File: config.mk
export PLATFORM = sky130hd
export DESIGN_NAME = dev_to_maxil_ot
export DESIGN_NICKNAME = d
export VERILOG_FILES = /design/src/rtl/dev_to_maxil_ot.sv
export SDC_FILE = /design/constraint.sdc
export NUM_CORES = 1
export LEC_CHECK = 0
export CAP_MARGIN = 0
export CORE_MARGIN = 3
export CORE_UTILIZATION = 64
export CTS_CLUSTER_SIZE = 24
export DETAILED_ROUTE_END_ITERATION = 6
export DONT_BUFFER_PORTS = 1
export GPL_ROUTABILITY_DRIVEN = 0
export PLACE_DENSITY = 0.79
export SLEW_MARGIN = 0
export SYNTH_ARGS = -nofsm -noshare
export SYNTH_HDL_FRONTEND = slang
export SYNTH_HIERARCHICAL = 1
export SYNTH_SLANG_ARGS = --single-unit
File: constraint.sdc
create_clock -name clk -period 3.53 [get_ports clk]
set_clock_uncertainty 0.1 [all_clocks]
set_input_delay 0.1765 -clock clk [delete_from_list [all_inputs] [get_ports clk]]
set_output_delay 0.1765 -clock clk [all_outputs]
set_load 0.02 [all_outputs]
File: src/rtl/dev_to_maxil_ot.sv
// Ibex LSU data port to AXI-Lite master bridge, up to MAX_OUTSTANDING in-flight, in-order completion.
// Optional macro DEV2MAXIL_ALIGN_CHECK_EN: misaligned or empty-strobe requests complete locally with error.

module dev_to_maxil_ot_fifo #(
   parameter int WIDTH = 1,
   parameter int DEPTH = 4
) (
   input  logic             clk,
   input  logic             rst_n,
   input  logic             push_i,
   input  logic [WIDTH-1:0] din_i,
   input  logic             pop_i,
   output logic [WIDTH-1:0] dout_o,
   output logic             empty_o
);
   localparam int PW = (DEPTH > 1) ? $clog2(DEPTH) : 1;
   localparam int CW = $clog2(DEPTH + 1);

   logic [WIDTH-1:0] mem_q [DEPTH];
   logic [PW-1:0]    wr_ptr_q, rd_ptr_q;
   logic [CW-1:0]    cnt_q;

   function automatic logic [PW-1:0] nxt(input logic [PW-1:0] p);
      return (p == PW'(DEPTH - 1)) ? '0 : p + PW'(1);
   endfunction

   always_ff @(posedge clk or negedge rst_n) begin
      if (!rst_n) begin
         for (int i = 0; i < DEPTH; i++) mem_q[i] <= '0;
         wr_ptr_q <= '0;
         rd_ptr_q <= '0;
         cnt_q    <= '0;
      end else begin
         if (push_i) begin
            mem_q[wr_ptr_q] <= din_i;
            wr_ptr_q        <= nxt(wr_ptr_q);
         end
         if (pop_i) rd_ptr_q <= nxt(rd_ptr_q);
         if (push_i && !pop_i)      cnt_q <= cnt_q + CW'(1);
         else if (pop_i && !push_i) cnt_q <= cnt_q - CW'(1);
      end
   end

   assign dout_o  = mem_q[rd_ptr_q];
   assign empty_o = (cnt_q == '0);
endmodule

module dev_to_maxil_ot #(
   parameter int AXI_ADDR_WIDTH  = 32,
   parameter int AXI_DATA_WIDTH  = 32,
   parameter int MAX_OUTSTANDING = 4
) (
   input  logic                        clk,
   input  logic                        rst_n,
   input  logic                        data_req_i,
   input  logic                        data_we_i,
   input  logic [31:0]                 data_addr_i,
   input  logic [3:0]                  data_be_i,
   input  logic [31:0]                 data_wdata_i,
   output logic                        data_gnt_o,
   output logic                        data_rvalid_o,
   output logic                        data_err_o,
   output logic [31:0]                 data_rdata_o,
   output logic [AXI_ADDR_WIDTH-1:0]   M_AXI_AWADDR,
   output logic                        M_AXI_AWVALID,
   input  logic                        M_AXI_AWREADY,
   output logic [AXI_DATA_WIDTH-1:0]   M_AXI_WDATA,
   output logic [AXI_DATA_WIDTH/8-1:0] M_AXI_WSTRB,
   output logic                        M_AXI_WVALID,
   input  logic                        M_AXI_WREADY,
   input  logic [1:0]                  M_AXI_BRESP,
   input  logic                        M_AXI_BVALID,
   output logic                        M_AXI_BREADY,
   output logic [AXI_ADDR_WIDTH-1:0]   M_AXI_ARADDR,
   output logic                        M_AXI_ARVALID,
   input  logic                        M_AXI_ARREADY,
   input  logic [AXI_DATA_WIDTH-1:0]   M_AXI_RDATA,
   input  logic [1:0]                  M_AXI_RRESP,
   input  logic                        M_AXI_RVALID,
   output logic                        M_AXI_RREADY
);
   localparam int CNTW = $clog2(MAX_OUTSTANDING + 1);
   localparam int SW   = AXI_DATA_WIDTH / 8;

   typedef enum logic [1:0] {OP_WR = 2'd0, OP_RD = 2'd1, OP_LERR = 2'd2} op_e;

   generate
      if (AXI_DATA_WIDTH != 32) begin : g_bad_dw
         $error("dev_to_maxil_ot: AXI_DATA_WIDTH must be 32");
      end
      if (MAX_OUTSTANDING < 1 || MAX_OUTSTANDING > 16 ||
          (MAX_OUTSTANDING & (MAX_OUTSTANDING - 1)) != 0) begin : g_bad_mo
         $error("dev_to_maxil_ot: MAX_OUTSTANDING must be a power of two in 1..16");
      end
   endgenerate

   logic                      aw_pend_q, w_pend_q, ar_pend_q, ready_q;
   logic [AXI_ADDR_WIDTH-1:0] awaddr_q, araddr_q, addr_ext;
   logic [AXI_DATA_WIDTH-1:0] wdata_q;
   logic [SW-1:0]             wstrb_q;
   logic [CNTW-1:0]           cnt_q, cnt_d;
   logic                      rvalid_q, rvalid_d, err_q, err_d;
   logic [31:0]               rdata_q, rdata_d;

   logic                      bad_req, gnt_wr, gnt_rd;
   logic [1:0]                ord_din, ord_dout;
   logic                      ord_empty, b_empty, r_empty;
   logic                      b_dout;
   logic [AXI_DATA_WIDTH:0]   r_in, r_dout, r_head;
   logic                      b_hs, r_hs, b_head_err, b_avail, r_avail;
   logic                      head_wr, head_rd, head_lerr;
   logic                      cmpl, cmpl_wr, cmpl_rd;

   assign addr_ext = AXI_ADDR_WIDTH'(data_addr_i);

`ifdef DEV2MAXIL_ALIGN_CHECK_EN
   assign bad_req = (data_addr_i[1:0] != 2'b00) || (data_be_i == 4'b0000);
`else
   assign bad_req = 1'b0;
`endif

   assign data_gnt_o = data_req_i && (cnt_q < CNTW'(MAX_OUTSTANDING)) &&
                       (data_we_i ? (!aw_pend_q && !w_pend_q) : !ar_pend_q);
   assign gnt_wr  = data_gnt_o && data_we_i && !bad_req;
   assign gnt_rd  = data_gnt_o && !data_we_i && !bad_req;
   assign ord_din = bad_req ? OP_LERR : (data_we_i ? OP_WR : OP_RD);

   // A response arriving this cycle can retire the head directly, bypassing
   // its FIFO, so the handshake-to-rvalid latency is a single cycle.
   assign b_hs       = M_AXI_BVALID && ready_q;
   assign r_hs       = M_AXI_RVALID && ready_q;
   assign r_in       = {(M_AXI_RRESP != 2'b00), M_AXI_RDATA};
   assign b_avail    = !b_empty || b_hs;
   assign r_avail    = !r_empty || r_hs;
   assign b_head_err = b_empty ? (M_AXI_BRESP != 2'b00) : b_dout;
   assign r_head     = r_empty ? r_in : r_dout;

   assign head_wr   = (ord_dout == OP_WR);
   assign head_rd   = (ord_dout == OP_RD);
   assign head_lerr = (ord_dout == OP_LERR);
   assign cmpl      = !ord_empty && ((head_wr && b_avail) || (head_rd && r_avail) || head_lerr);
   assign cmpl_wr   = cmpl && head_wr;
   assign cmpl_rd   = cmpl && head_rd;

   dev_to_maxil_ot_fifo #(.WIDTH(2), .DEPTH(MAX_OUTSTANDING)) u_ord (
      .clk(clk), .rst_n(rst_n), .push_i(data_gnt_o), .din_i(ord_din),
      .pop_i(cmpl), .dout_o(ord_dout), .empty_o(ord_empty)
   );

   dev_to_maxil_ot_fifo #(.WIDTH(1), .DEPTH(MAX_OUTSTANDING)) u_bfifo (
      .clk(clk), .rst_n(rst_n), .push_i(b_hs && !(cmpl_wr && b_empty)),
      .din_i(M_AXI_BRESP != 2'b00), .pop_i(cmpl_wr && !b_empty),
      .dout_o(b_dout), .empty_o(b_empty)
   );

   dev_to_maxil_ot_fifo #(.WIDTH(AXI_DATA_WIDTH + 1), .DEPTH(MAX_OUTSTANDING)) u_rfifo (
      .clk(clk), .rst_n(rst_n), .push_i(r_hs && !(cmpl_rd && r_empty)),
      .din_i(r_in), .pop_i(cmpl_rd && !r_empty),
      .dout_o(r_dout), .empty_o(r_empty)
   );

   always_comb begin
      cnt_d    = cnt_q;
      rvalid_d = cmpl;
      err_d    = 1'b0;
      rdata_d  = rdata_q;
      if (data_gnt_o && !cmpl)      cnt_d = cnt_q + CNTW'(1);
      else if (cmpl && !data_gnt_o) cnt_d = cnt_q - CNTW'(1);
      if (cmpl) begin
         err_d   = head_lerr || (head_wr && b_head_err) || (head_rd && r_head[AXI_DATA_WIDTH]);
         rdata_d = head_rd ? r_head[AXI_DATA_WIDTH-1:0] : '0;
      end
   end

   always_ff @(posedge clk or negedge rst_n) begin
      if (!rst_n) begin
         aw_pend_q <= 1'b0;
         w_pend_q  <= 1'b0;
         ar_pend_q <= 1'b0;
         ready_q   <= 1'b0;
         awaddr_q  <= '0;
         araddr_q  <= '0;
         wdata_q   <= '0;
         wstrb_q   <= '0;
         cnt_q     <= '0;
         rvalid_q  <= 1'b0;
         err_q     <= 1'b0;
         rdata_q   <= '0;
      end else begin
         ready_q  <= 1'b1;
         cnt_q    <= cnt_d;
         rvalid_q <= rvalid_d;
         err_q    <= err_d;
         rdata_q  <= rdata_d;
         if (gnt_wr) begin
            aw_pend_q <= 1'b1;
            w_pend_q  <= 1'b1;
            awaddr_q  <= addr_ext;
            wdata_q   <= AXI_DATA_WIDTH'(data_wdata_i);
            wstrb_q   <= SW'(data_be_i);
         end else begin
            if (aw_pend_q && M_AXI_AWREADY) aw_pend_q <= 1'b0;
            if (w_pend_q && M_AXI_WREADY)   w_pend_q  <= 1'b0;
         end
         if (gnt_rd) begin
            ar_pend_q <= 1'b1;
            araddr_q  <= addr_ext;
         end else if (ar_pend_q && M_AXI_ARREADY) begin
            ar_pend_q <= 1'b0;
         end
      end
   end

   assign M_AXI_AWADDR  = awaddr_q;
   assign M_AXI_AWVALID = aw_pend_q;
   assign M_AXI_WDATA   = wdata_q;
   assign M_AXI_WSTRB   = wstrb_q;
   assign M_AXI_WVALID  = w_pend_q;
   assign M_AXI_ARADDR  = araddr_q;
   assign M_AXI_ARVALID = ar_pend_q;
   assign M_AXI_BREADY  = ready_q;
   assign M_AXI_RREADY  = ready_q;
   assign data_rvalid_o = rvalid_q;
   assign data_err_o    = err_q;
   assign data_rdata_o  = rdata_q;
endmodule

After elaboration in Yosys (flattened, before gate mapping)
Cells that the tools add are included.

Bits in registers: 306. Latch bits: 0. RAM bits: 0. ROM bits: 0. Input bits: 113. Output and inout port bits: 140. Word-level logic and storage cells: 180. Memories kept: 0.

Add/subtract/negate cells: 14. $mul: 0. Div/mod/pow operators: 0. $lt $le $gt $ge: 10. Equality and inequality tests: 8. Shift operators: 0. Mux-type cells: 44. Bitwise gates (word level): 6. Reduce and logical (&&, ||, !) cells: 65.

Operators by type and width (number): $bwmux 132 (1); $mux 33 (4); $bmux 33 s2 (1); $demux 33 s2 (1); $logic_and 1x1->1 (32); $mux 32 (1); $mux 3 (8); $ge 3x3->1 const B (6); $mux 2 (9); $not 2->3 (6); $reduce_bool 2->1 (8); $logic_not 1->1 (15); $eq 2x2->1 const B (7); $mux 1 (13); $add 2x1->2 const B (6); $add 3x1->3 const B (4); $sub 3x1->3 const B (4); $logic_not 3->1 (3); $lt 3x1->1 const B (3); $bwmux 8 (1); $logic_or 1x1->1 (6); $bmux 2 s2 (1); $bwmux 4 (1); $demux 2 s2 (1); other kinds (5) (5).

Depth between registers and ports, before layout
Depth in word-level cells: 17. Depth in mapped cells: 14. Mapped depth without buffers: 12.

Modules after synthesis
Netlist, hierarchy kept.

By module, submodules not included: dev_to_maxil_ot (instances 1, cells each 406, area each 6214.7 um^2, seq. area each 3528.4 um^2); dev_to_maxil_ot_fifo at u_rfifo (instances 1, cells each 354, area each 6190.9 um^2, seq. area each 3478.3 um^2); dev_to_maxil_ot_fifo at u_ord (instances 1, cells each 54, area each 737.0 um^2, seq. area each 375.4 um^2); dev_to_maxil_ot_fifo at u_bfifo (instances 1, cells each 45, area each 559.3 um^2, seq. area each 275.3 um^2).

Least setup slack after synthesis
OpenSTA, ideal clock, no wires.

Path type: flip-flop to flip-flop. Start point: register u_ord.rd_ptr_q[0]. End point: register u_ord.cnt_q[2]. Setup time: 0.079 ns. Arrival time: 3.012 ns. Required time: 3.351 ns. Slack: 0.339 ns. Cell stages (with the launch flop): 15. Path buffers: 2. Period minus slack after synthesis: 3.191 ns. Cell sequence: dfrtp_1 > mux4_1 > nand2b_1 > buf_2 > nor2_1 > a22oi_2 > buf_4 > inv_1 > inv_1 > ha_1 > inv_1 > fa_1 > xor2_1 > nor2_1 > xor2_1.

Cells in the longest elaborated chain, start to end: 12. Elaborated cells on any way between the ends: 17. Those cells by class: eq/ne (2); mux (4); bitwise (1); reduce/logical (10).

Ends and longest elaborated chain: start: declaration (RTL line 20) `logic [PW-1:0] wr_ptr_q, rd_ptr_q;`; start signal: assignment (RTL line 38) `if (pop_i) rd_ptr_q <= nxt(rd_ptr_q);`; $not 2->3 (not written as such) (*) (RTL line 44) `assign dout_o = mem_q[rd_ptr_q];`; $bmux 2 s2 (*) (RTL line 44); $mux 2 (not written as such) (*) (2 in a row) (RTL line 44); via ord_dout[0] (RTL line 106) `logic [1:0] ord_din, ord_dout;`; $eq 2x1->1 / $logic_not 2->1 (equally long branches) (RTL line 139, 138); $logic_and 1x1->1 (RTL line 141) `assign cmpl = !ord_empty && ((head_wr && b_avail) || (head_rd && r_avail) || head_lerr);`; $logic_or 1x1->1 (RTL line 141); $logic_or 1x1->1 (*) (RTL line 141); $logic_and 1x1->1 (*) (RTL line 141); via cmpl (RTL line 112) `logic cmpl, cmpl_wr, cmpl_rd;`; $logic_not 1->1 (RTL line 39) `if (push_i && !pop_i) cnt_q <= cnt_q + CW'(1);`; $logic_and 1x1->1 (RTL line 39); $mux 3 / $reduce_bool 2->1 (equally long branches); end signal: assignment (RTL line 39); end signal: assignment (RTL line 40) `else if (pop_i && !push_i) cnt_q <= cnt_q - CW'(1);`; end: declaration (RTL line 21) `logic [CW-1:0] cnt_q;`.

The timed path passes the listed nets; every way through them passes the cells marked *. The select of a mux whose other input is x is not followed. A chain may end at the register's enable or synchronous reset.

Final worst setup path
Start point: register u_ord.rd_ptr_q[0]. End point: register u_rfifo.cnt_q[2].

Cells in the longest elaborated chain, start to end: 16. Elaborated cells on any way between the ends: 23. Those cells by class: eq/ne (2); mux (4); bitwise (1); reduce/logical (16).

Ends and longest elaborated chain: $not 2->3 (not written as such) (*) (RTL line 44); $bmux 2 s2 (*) (RTL line 44); $mux 2 (not written as such) (*) (2 in a row) (RTL line 44); via ord_dout[0] (RTL line 106); $eq 2x1->1 / $logic_not 2->1 (equally long branches) (RTL line 139, 138); $logic_and 1x1->1 (RTL line 141); $logic_or 1x1->1 (2 in a row) (RTL line 141); $logic_and 1x1->1 (RTL line 141); $logic_and 1x1->1 (*) (RTL line 143) `assign cmpl_rd = cmpl && head_rd;`; $logic_and 1x1->1 (RTL line 157) `.clk(clk), .rst_n(rst_n), .push_i(r_hs && !(cmpl_rd && r_empty)),`; $logic_not 1->1 (RTL line 157); $logic_and 1x1->1 (RTL line 157); $logic_not 1->1 (RTL line 40); $logic_and 1x1->1 (RTL line 40); $reduce_bool 2->1 (no source line); end signal: assignment (RTL line 39); end signal: assignment (RTL line 40); end: declaration (RTL line 21).

Marks and branches as above.

==> flow_summary.html <==
<table>
<tr><th>Metric</th><th>Value</th></tr>
<tr><th colspan="2">Critical path</th></tr>
<tr><td>Startpoint kind of the worst setup timing path</td><td>flip-flop</td></tr>
<tr><td>Largest driver fanout on the critical path</td><td>9</td></tr>
<tr><td>Critical Path RT</td><td>3.90 ns</td></tr>
<tr><td>Arrival time of data at the critical path endpoint</td><td>3.64 ns</td></tr>
<tr><td>Sort of element at the end of the critical path</td><td>flip-flop</td></tr>
<tr><td>Type of the setup path with the least slack</td><td>flip-flop to flip-flop</td></tr>
<tr><th colspan="2">Timing</th></tr>
<tr><td>Fin worst setup slack</td><td>around 0.26 ns</td></tr>
<tr><td>Period utilisation layout</td><td>just over 90%</td></tr>
<tr><td>Fin crit period</td><td>approximately 3.3 ns</td></tr>
<tr><td>Final-report max-slew violation count</td><td>0</td></tr>
<tr><td>Hold violation total from the final report</td><td>306</td></tr>
<tr><td>Upper clock frequency limit</td><td>between 0.3 and 0.4 GHz</td></tr>
<tr><td>Tightest slew margin relative to the limit</td><td>a little over a third</td></tr>
<tr><td>Finish-stage setup viols</td><td>0</td></tr>
<tr><td>Worst slew pin tran</td><td>0.978 ns</td></tr>
<tr><td>Setup repair after global routing missed its margin</td><td>no</td></tr>
<tr><td>Worst hold slack</td><td>-0.771 ns</td></tr>
<tr><td>Final-layout setup total negative slack</td><td>0 ns</td></tr>
<tr><th colspan="2">Finish</th></tr>
<tr><td>Total area of multi-input combinational cells</td><td>0.00552 mm2</td></tr>
<tr><td>Layout cells sized above 1</td><td>between 30% and 40%</td></tr>
<tr><td>Sequential cell area</td><td>roughly 0.0077 mm2</td></tr>
<tr><td>Synthesis-to-finish area growth</td><td>16.0%</td></tr>
<tr><td>Fill cells</td><td>1,135</td></tr>
<tr><td>Most common library cell in the layout ignoring fill and taps</td><td>dfrtp_1</td></tr>
<tr><td>Highest-count cells in the layout ignoring fill and taps</td><td>dfrtp_1 (304), mux2_2 (212), dlygate4sd3_1 (111)</td></tr>
<tr><td>Final cell count without fillers</td><td>roughly 1,300</td></tr>
<tr><td>Final design utilization</td><td>around 77%</td></tr>
<tr><td>Number of nets in the layout</td><td>between 1,000 and 1,500</td></tr>
<tr><th colspan="2">Clocking</th></tr>
<tr><td>Cts bufs inserted</td><td>30</td></tr>
<tr><td>Clock tree from TritonCTS</td><td>yes</td></tr>
<tr><td>Buffers inserted during post-CTS setup optimization</td><td>0</td></tr>
<tr><td>Master cell of the clock root buffer</td><td>clkbuf_16</td></tr>
<tr><td>CTS sink cnt</td><td>about 310</td></tr>
<tr><td>H-tree depth</td><td>1</td></tr>
<tr><td>Clock latency on the worst-skew pair</td><td>around 0.55 ns</td></tr>
<tr><td>Cts repair resizes</td><td>0</td></tr>
<tr><td>Number of hold-repair buffers added at the cts stage</td><td>111</td></tr>
<tr><td>Register clock-pin slew on the reported worst setup and hold paths</td><td>~0.060 ns</td></tr>
<tr><td>Number of buffers on the longest clock path</td><td>3</td></tr>
<tr><th colspan="2">Job</th></tr>
<tr><td>MaxCap Viol Count</td><td>0</td></tr>
<tr><th colspan="2">Die</th></tr>
<tr><td>Standard-cell rows</td><td>52</td></tr>
<tr><td>Vertical die dimension</td><td>approximately 150 um</td></tr>
<tr><td>Initial Util</td><td>between 60% and 70%</td></tr>
<tr><td>Die X-Extent</td><td>around 150 um</td></tr>
<tr><td>Top-level I/O count</td><td>253</td></tr>
<tr><td>Core Region</td><td>0.0206 mm2</td></tr>
<tr><td>Floorplan die area</td><td>between 0.02 and 0.025 mm2</td></tr>
<tr><th colspan="2">Placed design</th></tr>
<tr><td>Worst setup slack after placement</td><td>around 0.28 ns</td></tr>
<tr><td>Half-perimeter wire length of the detailed placement result</td><td>approximately 19,000 um</td></tr>
<tr><td>Cell count after placement</td><td>between 1,000 and 1,500</td></tr>
<tr><td>Number of I/O port buffers</td><td>0</td></tr>
<tr><th colspan="2">Global route</th></tr>
<tr><td>Global-route met3 utilization</td><td>~7.3%</td></tr>
<tr><td>Wire length of the first global-routing pass</td><td>slightly below 50,000 um</td></tr>
<tr><td>Layer with the highest usage after global routing</td><td>met2</td></tr>
<tr><td>Total congestion overflow after global routing</td><td>0</td></tr>
<tr><td>Pin count of the biggest net entering global routing</td><td>roughly 300</td></tr>
<tr><td>Met2 Use GR</td><td>between 40 and 50%</td></tr>
<tr><td>Gr usage total</td><td>a little over a quarter</td></tr>
<tr><td>Antenna violations before repair</td><td>1</td></tr>
<tr><td>Met1 global-route usage</td><td>30.9%</td></tr>
<tr><td>Vias in the first global route</td><td>between 8,000 and 9,000</td></tr>
<tr><th colspan="2">Logic synthesis</th></tr>
<tr><td>Synthesized area per cell</td><td>16.0 um2</td></tr>
<tr><td>Fraction of synthesized cell area taken by the top area cell type</td><td>55.9%</td></tr>
<tr><td>Post-synth cell types</td><td>37</td></tr>
<tr><td>Library cell occupying the most area in the post-synthesis netlist</td><td>dfrtp_1</td></tr>
<tr><td>Share of synthesized registers carrying an async set or reset</td><td>between 90% and 100%</td></tr>
<tr><td>Number of enable-type register cells in the synthesized netlist</td><td>0</td></tr>
<tr><td>Synth top area cells</td><td>dfrtp_1 (56%), mux2_2 (17%), mux2_4 (7.5%)</td></tr>
<tr><td>Netlist area before placement</td><td>approximately 0.014 mm2</td></tr>
<tr><td>#FFs+latches synth</td><td>306</td></tr>
<tr><td>Gate Count Post-Synth</td><td>approximately 860</td></tr>
<tr><td>Post-synthesis sequential area ratio</td><td>between 50% and 60%</td></tr>
<tr><td>Number of warnings reported in the yosys synthesis log</td><td>6</td></tr>
<tr><td>Primary FF master, synth</td><td>dfrtp_1</td></tr>
<tr><th colspan="2">Outcome</th></tr>
<tr><td>Failing checks</td><td>negative hold slack</td></tr>
<tr><td>Result of the run</td><td>finished, violations left</td></tr>
<tr><th colspan="2">Route</th></tr>
<tr><td>Drt first-iter violations</td><td>333</td></tr>
<tr><td>Via count normalized by instance count</td><td>around 6.0</td></tr>
<tr><td>Residual DRC</td><td>0</td></tr>
<tr><td>Post-Route WL</td><td>approximately 31,000 um</td></tr>
<tr><td>Wire per inst</td><td>around 24 um</td></tr>
<tr><td>Total via count after detailed routing</td><td>7,601</td></tr>
<tr><td>Post-DRT Antenna Nets</td><td>0</td></tr>
<tr><td>TritonRoute pass-1 iters</td><td>4</td></tr>
<tr><th colspan="2">Power</th></tr>
<tr><td>Power density over the cells</td><td>roughly 1000 mW/mm2</td></tr>
<tr><td>Reported leakage power</td><td>~7.2 nW</td></tr>
<tr><td>Maximum ir drop on the vdd rail</td><td>667 uV</td></tr>
<tr><th colspan="2">Hold path</th></tr>
<tr><td>Worst hold path class</td><td>input port to async pin</td></tr>
</table>
-- worst max-delay path, stage by stage, from the launching register on --
cell and delay [ns]:
dfrtp_1 0.43, mux4_1 0.66, nand2b_1 0.13, nor2_1 0.07, a21oi_1 0.66, ha_1 0.30, inv_1 0.06, fa_1 0.37
xor2_1 0.17, nor2_1 0.12, xor2_1 0.15
-- Yosys cell counts, drive strengths merged (2+ instances only) --
library cell	number
mux4	36
nor3	8
a31oi	2
a21oi	2
inv	23
ha	19
conb	2
nor2	45
fa	4
clkbuf	3
buf	41
mux2	284
nand2	19
a21o	3
nand2b	2
xor2	8
dfrtp	306
mux2i	32
o21ai	8
xnor2	4
nand3	3
-- flip-flops by register name, indices dropped and copies added (netlist names), 2 cells and up --
signal,flops
M_AXI_ARADDR,32
data_rdata_o,32
u_bfifo/rd_ptr_q,2
u_bfifo/wr_ptr_q,2
u_bfifo/cnt_q,3
u_ord/wr_ptr_q,2
u_rfifo/rd_ptr_q,2
cnt_q,3
u_rfifo/mem_q,132
M_AXI_WDATA,32
M_AXI_WSTRB,4
u_rfifo/cnt_q,3
u_ord/rd_ptr_q,2
u_ord/cnt_q,3
u_ord/mem_q,8
u_bfifo/mem_q,4
u_rfifo/wr_ptr_q,2
M_AXI_AWADDR,32
-- worst paths after layout --
path	start	to	slack, ns	cells past startpoint
min in group clk	data_we_i	M_AXI_ARVALID	0.06	3
min	rst_n	u_bfifo/wr_ptr_q[0]	-0.77	0
max in group asynchronous	rst_n	u_rfifo/rd_ptr_q[1]	3.66	0
max	u_ord/rd_ptr_q[0]	u_rfifo/cnt_q[2]	0.26	10
min reg2reg	cnt_q[2]	cnt_q[2]	0.37	1
max reg2reg	u_ord/rd_ptr_q[0]	u_rfifo/cnt_q[2]	0.26	10
-- power by group --
group | switching, mW | internal [mW]
Sequential | 2.17 | 5.18
Combinational | 2.17 | 3.25
Clock | 1.35 | 1.93
Total | 5.69 | 10.4
-- metrics by stage --
step	total power, mW	area, um2
floorplan	11.4	13700
global placement	12.2	13700
detailed placement	12.6	13700
CTS	16.1	15900
global route	16.9	15900
finish	16.1	15900
-- metal layers --
metal  share of wire (%)  routed length (um)
met1                  37               11500
met2                  53               16200
met3                 7.0                2150
met4                 2.6                 783
met5                   0                   0
-- kinds of logic after synthesis --
family | Yosys count | share of synthesized area (%)
simple gates | 79 | 2.48
xor+xnor | 12 | 0.767
mux | 352 | 33.6
fa+ha+maj | 23 | 2.32
flops | 306 | 55.9
buf+inv | 67 | 3.98
other cells | 2 | 0.0548
compound gates | 18 | 0.858
-- area by class of cell --
class,count,share of cell area (%)
Antenna cell,2,0.0315
Clock inverter,15,0.834
Inverter,23,0.543
Clock buffer,41,5.68
Timing Repair Buffer,123,7.87
Tap cell,270,2.12
Sequential cell,306,48.2
Multi-Input combinational cell,489,34.7
No activity file was read; power rests on OpenSTA's default activity.
